===== src/rtl/lb_master_pkg.sv =====
// lb_master_pkg: command codes, timeout filler and FSM encoding shared by lb_master files
package lb_master_pkg;
   localparam logic [7:0]  CMD_WR       = 8'h57;
   localparam logic [7:0]  CMD_RD       = 8'h52;
   localparam logic [31:0] TIMEOUT_DATA = 32'hDEADBEEF;
   localparam logic [2:0]  ST_IDLE      = 3'd0;
   localparam logic [2:0]  ST_ADDR      = 3'd1;
   localparam logic [2:0]  ST_DATA      = 3'd2;
   localparam logic [2:0]  ST_WR        = 3'd3;
   localparam logic [2:0]  ST_RD        = 3'd4;
   localparam logic [2:0]  ST_RD_WAIT   = 3'd5;
   localparam logic [2:0]  ST_TX        = 3'd6;
   typedef enum logic [2:0] {
      S_IDLE    = ST_IDLE,
      S_ADDR    = ST_ADDR,
      S_DATA    = ST_DATA,
      S_WR      = ST_WR,
      S_RD      = ST_RD,
      S_RD_WAIT = ST_RD_WAIT,
      S_TX      = ST_TX
   } state_t;
   function automatic logic is_cmd(input logic [7:0] b);
      return b == CMD_WR || b == CMD_RD;
   endfunction
endpackage


===== src/rtl/lb_master_byte_ser.sv =====
// lb_byte_ser: sends a 32-bit word to the host as 4 bytes MSB first with strobes at least 2 cycles apart
module lb_byte_ser
   import lb_master_pkg::*;
(
   input  logic        clk_lb,
   input  logic        reset,
   input  logic        load,
   input  logic [31:0] din,
   input  logic        tx_busy,
   output logic [7:0]  tx_byte_d,
   output logic        tx_byte_rdy,
   output logic        done
);
   logic [31:0] r_sr;
   logic [2:0]  r_left;
   logic [7:0]  r_d;
   logic        r_rdy;
   logic        r_done;
   logic        w_emit;
   // a byte goes out only when the host is free and no strobe was issued last cycle
   assign w_emit = (r_left != 3'd0) && !tx_busy && !r_rdy;
   // shift register, bytes-left counter and registered strobe; done coincides with the last strobe
   always_ff @(posedge clk_lb) begin
      if (reset) begin
         r_sr   <= '0;
         r_left <= '0;
         r_d    <= '0;
         r_rdy  <= 1'b0;
         r_done <= 1'b0;
      end else begin
         r_rdy  <= w_emit;
         r_done <= w_emit && r_left == 3'd1;
         if (load) begin
            r_sr   <= din;
            r_left <= 3'd4;
         end else if (w_emit) begin
            r_d    <= r_sr[31:24];
            r_sr   <= {r_sr[23:0], 8'h00};
            r_left <= r_left - 3'd1;
         end
      end
   end
   assign tx_byte_d   = r_d;
   assign tx_byte_rdy = r_rdy;
   assign done        = r_done;
endmodule


===== src/rtl/lb_master.sv =====
// lb_master: parses host write/read commands into single-beat local-bus cycles and returns read data
module lb_master
   import lb_master_pkg::*;
#(
   parameter int rd_timeout = 255,
   parameter int to_bits    = 8
) (
   input  logic        clk_lb,
   input  logic        reset,
   input  logic [7:0]  rx_byte_d,
   input  logic        rx_byte_rdy,
   input  logic        tx_busy,
   output logic [7:0]  tx_byte_d,
   output logic        tx_byte_rdy,
   output logic        lb_wr,
   output logic        lb_rd,
   output logic [31:0] lb_addr,
   output logic [31:0] lb_wr_d,
   input  logic [31:0] lb_rd_d,
   input  logic        lb_rd_rdy,
   output logic        rd_to_err
);
   localparam logic [to_bits-1:0] TO_LAST = to_bits'(rd_timeout - 1);
   state_t             r_state;
   logic               r_cmd_wr;
   logic [1:0]         r_bcnt;
   logic [to_bits-1:0] r_cnt;
   logic [31:0]        r_addr;
   logic [31:0]        r_wr_d;
   logic               r_wr;
   logic               r_rd;
   logic               w_wait;
   logic               w_hit;
   logic               w_load;
   logic               w_done;
   logic [31:0]        w_din;
   // counter reads k-1 on the k-th cycle after lb_rd, so the hit lands exactly rd_timeout cycles later
   assign w_wait    = r_state == S_RD_WAIT;
   assign w_hit     = r_cnt == TO_LAST;
   assign w_load    = w_wait && (lb_rd_rdy || w_hit);
   assign w_din     = lb_rd_rdy ? lb_rd_d : TIMEOUT_DATA;
   assign rd_to_err = w_wait && w_hit && !lb_rd_rdy;
   // command FSM: collects address/data bytes, issues one bus strobe, waits for read data, hands off to tx
   always_ff @(posedge clk_lb) begin
      if (reset) begin
         r_state  <= S_IDLE;
         r_cmd_wr <= 1'b0;
         r_bcnt   <= '0;
         r_cnt    <= '0;
         r_addr   <= '0;
         r_wr_d   <= '0;
         r_wr     <= 1'b0;
         r_rd     <= 1'b0;
      end else begin
         r_wr <= 1'b0;
         r_rd <= 1'b0;
         case (r_state)
            S_IDLE: if (rx_byte_rdy && is_cmd(rx_byte_d)) begin
               r_cmd_wr <= rx_byte_d == CMD_WR;
               r_bcnt   <= '0;
               r_state  <= S_ADDR;
            end
            S_ADDR: if (rx_byte_rdy) begin
               r_addr <= {r_addr[23:0], rx_byte_d};
               r_bcnt <= r_bcnt + 2'd1;
               if (r_bcnt == 2'd3) begin
                  r_state <= r_cmd_wr ? S_DATA : S_RD;
                  r_rd    <= !r_cmd_wr;
               end
            end
            S_DATA: if (rx_byte_rdy) begin
               r_wr_d <= {r_wr_d[23:0], rx_byte_d};
               r_bcnt <= r_bcnt + 2'd1;
               if (r_bcnt == 2'd3) begin
                  r_state <= S_WR;
                  r_wr    <= 1'b1;
               end
            end
            S_WR: r_state <= S_IDLE;
            S_RD: begin
               r_cnt   <= '0;
               r_state <= S_RD_WAIT;
            end
            S_RD_WAIT: begin
               r_cnt <= r_cnt + 1'b1;
               if (w_load) r_state <= S_TX;
            end
            S_TX: if (w_done) r_state <= S_IDLE;
            default: r_state <= S_IDLE;
         endcase
      end
   end
   lb_byte_ser u_ser (
      .clk_lb      (clk_lb),
      .reset       (reset),
      .load        (w_load),
      .din         (w_din),
      .tx_busy     (tx_busy),
      .tx_byte_d   (tx_byte_d),
      .tx_byte_rdy (tx_byte_rdy),
      .done        (w_done)
   );
   assign lb_addr = r_addr;
   assign lb_wr_d = r_wr_d;
   assign lb_wr   = r_wr;
   assign lb_rd   = r_rd;
endmodule


===== config.mk =====
export PLATFORM = sky130hd
export DESIGN_NAME = lb_master
export DESIGN_NICKNAME = d
export VERILOG_FILES = /design/src/rtl/lb_master_pkg.sv /design/src/rtl/lb_master_byte_ser.sv /design/src/rtl/lb_master.sv
export SDC_FILE = /design/constraint.sdc
export NUM_CORES = 1
export LEC_CHECK = 0
export CORE_AREA = 3 3 116 118
export CTS_CLUSTER_SIZE = 14
export DETAILED_ROUTE_END_ITERATION = 8
export DIE_AREA = 0 0 119 121
export PLACE_DENSITY = 0.71
export SETUP_SLACK_MARGIN = 0.05
export SYNTH_ARGS = -nofsm -noshare
export SYNTH_HDL_FRONTEND = slang
export SYNTH_SLANG_ARGS = --single-unit

===== constraint.sdc =====
create_clock -name clk_lb -period 2.4 [get_ports clk_lb]
set_clock_uncertainty 0.15 [all_clocks]
set_input_delay 0.36 -clock clk_lb [delete_from_list [all_inputs] [get_ports clk_lb]]
set_output_delay 0.36 -clock clk_lb [all_outputs]
set_load 0.05 [all_outputs]

==> reports/results.txt <==
R2R depth: 6
Critical Path Start Type: register
Top Family by Delay on Critical Path: simple AND/OR/NAND/NOR gates
Port Buffer Count: 120
First-pass GRT wire length: 21000 um
CTS HTree Levels: 4
RSZ-0062 raised after global routing: false
HP Class: input pin to register
Final instance area: 7030 sq um
Synthesis-to-layout area growth: 40.7%
Yosys top cell area share: 50.1%
Primary FF master, synth: dfxtp_1
Reg2reg start: r_state[1]
Ranking of synthesized cells by area: dfxtp_1, nand2_1, a21oi_1
Die height: 121 um
Crit end category: output pin
# nets final: 789
CTS tree: built
Final worst slack: 0.128 ns
Synth unique cells: 47
Syn_area_per_cell: 8.01 sq um
DR vias/cell: 5.18
Register Area: 2510 sq um
Maximum clock rate: 440 MHz
M1 GR Usage: 22.4%
Yosys reg bits: 125
Worst Setup SP: r_cnt[5]
CTS Buf Count: 17
M3 GR Usage: 5.41%
Buf/Inv on CP: 1
Dpl cell area: 6410 sq um
Post-synthesis cell count: 624
DIE AREA: 14400 sq um
GR Overflow Total: 0
Largest net degree at the start of global routing: 40
Critical Path AT: 1.76 ns
Die W: 119 um
GRT Resource Usage Total: 17.9%
Vias in the first global route: 4347
Met2 global-route usage: 29.7%
Worst-margin pin slew: 0.611 ns
Status: completed
Via count: 4779
R2R setup slack: 0.40 ns
Setup CP Type: register to output pin
Wire per inst: 14.3 um
DP Wirelength: 9030 um
Max VDD drop: 0.000446 V
Hold Vio Cnt, Final: 0
Slowest stage delay, CP: 0.44 ns
Seq/Total Area, Yosys: 50.1%
Pre-CTS setup slack: -0.0625 ns
Final WL: 13200 um
# fillers: 1150
Clock slew at reported path FFs: 0.05 ns
Slowest cell on the critical path: or3_4
CTS root buf: clkbuf_16
Worst-path maximum fanout: 5
CP Cell Sequence: nand4_1, or3_4, nor2_4, buf_12
Post-synthesis cell area: 5000 sq um
DR pass1 iterations: 6
Stages on the worst setup path: 4
Ys Warns: 0
Syn_nets: 675
Drt drc: 0
Critical path endpoint: rd_to_err
Initial antenna violation count: 0
Fin crit share: 94.7%
Area leader, netlist: dfxtp_1
Area of the multi-input gates: 2270 sq um
Initial core utilization: 39.8%
Clock Latency Late Sink: 0.41 ns
Max_slew headroom: 59.3%
Post-synth EDFFs: 0
CP required: 1.89 ns
Final antenna-violating net count: 0
Top Usage Layer GRT: met2
Antenna Diode Count: 0
Iter 0 DRT Violations: 328
Core area: 12600 sq um
Slew Viols, Final: 0
Max Cap Viol: 0
Post-synth ARST share: 0%
Post-CTS setup buffers: 0
Lkg Pwr: 2.39 nW
Share of cells above drive strength 1: 9.99%
Num rows: 41
Num Clock Sinks: 125
Finish-stage setup viols: 0
Reg2reg end: u_ser.r_sr[5]
Fin crit period: 2.27 ns
I/O pin count: 121
GP Congestion: 0.813
Power Dens Cells: 760 nW/um^2
Clock Tree Buf Depth: 2
==> final cells by class <==
type / instances / area share, %
clock buffers: 22 / 6.60
clock inverters: 10 / 1.98
inverters: 8 / 0.427
multi-input cells: 442 / 32.3
flip-flops and latches: 125 / 35.7
well taps: 172 / 3.06
repair buffers: 144 / 19.9
==> cell usage in the layout, fill, tap and decap left out, types with 2 or more instances in the layout <==
cell type,count
clkbuf_16,17
mux2_2,2
a32oi_1,7
dfxtp_1,119
clkinv_2,3
buf_4,24
a22oi_1,4
clkbuf_8,2
buf_12,2
a211oi_1,3
clkinv_4,3
nand4_1,2
or2_2,2
inv_1,7
and2_1,2
xnor2_1,3
nand2_1,177
nor2_2,2
nor3_1,5
nand3_1,6
clkbuf_1,3
mux2i_1,9
o21ai_0,7
nand2b_1,5
a221oi_1,7
bufinv_16,3
nor2_1,31
a31oi_1,19
nor2b_1,2
dfxtp_2,6
clkdlybuf4s50_1,118
or4_1,2
ha_1,6
a21o_1,3
a21oi_1,116
==> Yosys cell counts (6+ instances only) <==
master / count
ha_1: 6
buf_2: 7
mux2i_1: 9
dfxtp_1: 125
a21oi_1: 116
clkbuf_1: 39
o21ai_0: 7
nand3_1: 6
nand2_1: 177
nor2_1: 33
a31oi_1: 19
a221oi_1: 7
inv_1: 8
a32oi_1: 7
==> where the power goes <==
group / switching [mW] / internal [mW] / leakage [nW] / total, mW
Sequential: 0.0212 / 2.11 / 1.01 / 2.13
Combinational: 0.389 / 0.240 / 1.08 / 0.629
Clock: 0.903 / 1.69 / 0.294 / 2.59
Total: 1.31 / 4.03 / 2.39 / 5.35
==> routing by layer <==
| metal | up-vias | routed length (um) |
|---|---|---|
| met5 | - | 0 |
| met4 | 0 | 178 |
| met3 | 18 | 826 |
| met2 | 162 | 6260 |
| met1 | 2235 | 5890 |
| li1 | 2364 | - |
==> through the flow <==
stage               power [mW]  hold WS, ns  setup TNS (ns)  utilization [%]  std cells
global route              5.55        0.204               0             55.9        923
finish                    5.35        0.180               0             55.9        923
floorplan                 2.56        0.265               0                -        624
global placement          2.79        0.291               0             51.0        891
CTS                       5.40        0.166               0             55.9        923
detailed placement        2.80        0.297         -0.0994             51.0        891
==> logic make-up after synthesis <==
family / count (synthesis) / share of synthesized area, %
XOR/XNOR: 3 / 0.526
flip-flops: 125 / 50.1
adder cells (fa/ha/maj): 6 / 1.50
AO/OA/AOI/OAI: 177 / 20.6
AND/OR/NAND/NOR: 245 / 20.3
buffers and inverters: 57 / 4.83
multiplexers: 11 / 2.25
==> how the worst min path moves through the flow <==
stage / from / endpoint / slack [ns] / cells after the start
after detailed placement: lb_wr_d[30] / lb_wr_d[30] / 0.30 / 2
after global routing: reset / u_ser.r_sr[31] / 0.20 / 2
final: reset / u_ser.tx_byte_d[6] / 0.18 / 2
after CTS: reset / u_ser.tx_byte_d[6] / 0.17 / 2
after floorplan: r_cmd_wr / lb_rd / 0.27 / 1
after global placement: lb_wr_d[30] / lb_wr_d[30] / 0.29 / 2
==> flip-flops by register name, indices dropped and copies added, names as in the netlist <==
register,flops
lb_addr,32
lb_wr_d,32
u_ser.r_sr,32
r_cnt,8
u_ser.tx_byte_d,8
r_state,3
u_ser.r_left,3
r_bcnt,2
lb_rd,1
lb_wr,1
r_cmd_wr,1
u_ser.done,1
u_ser.tx_byte_rdy,1
==> what timing repair did <==
action                                  CTS  global route
endpoints found under the setup margin    1             1
hold buffers                              0             0
resized for setup                         3             6
pin swaps                                 1             2
(Power assumes the default switching activity.)
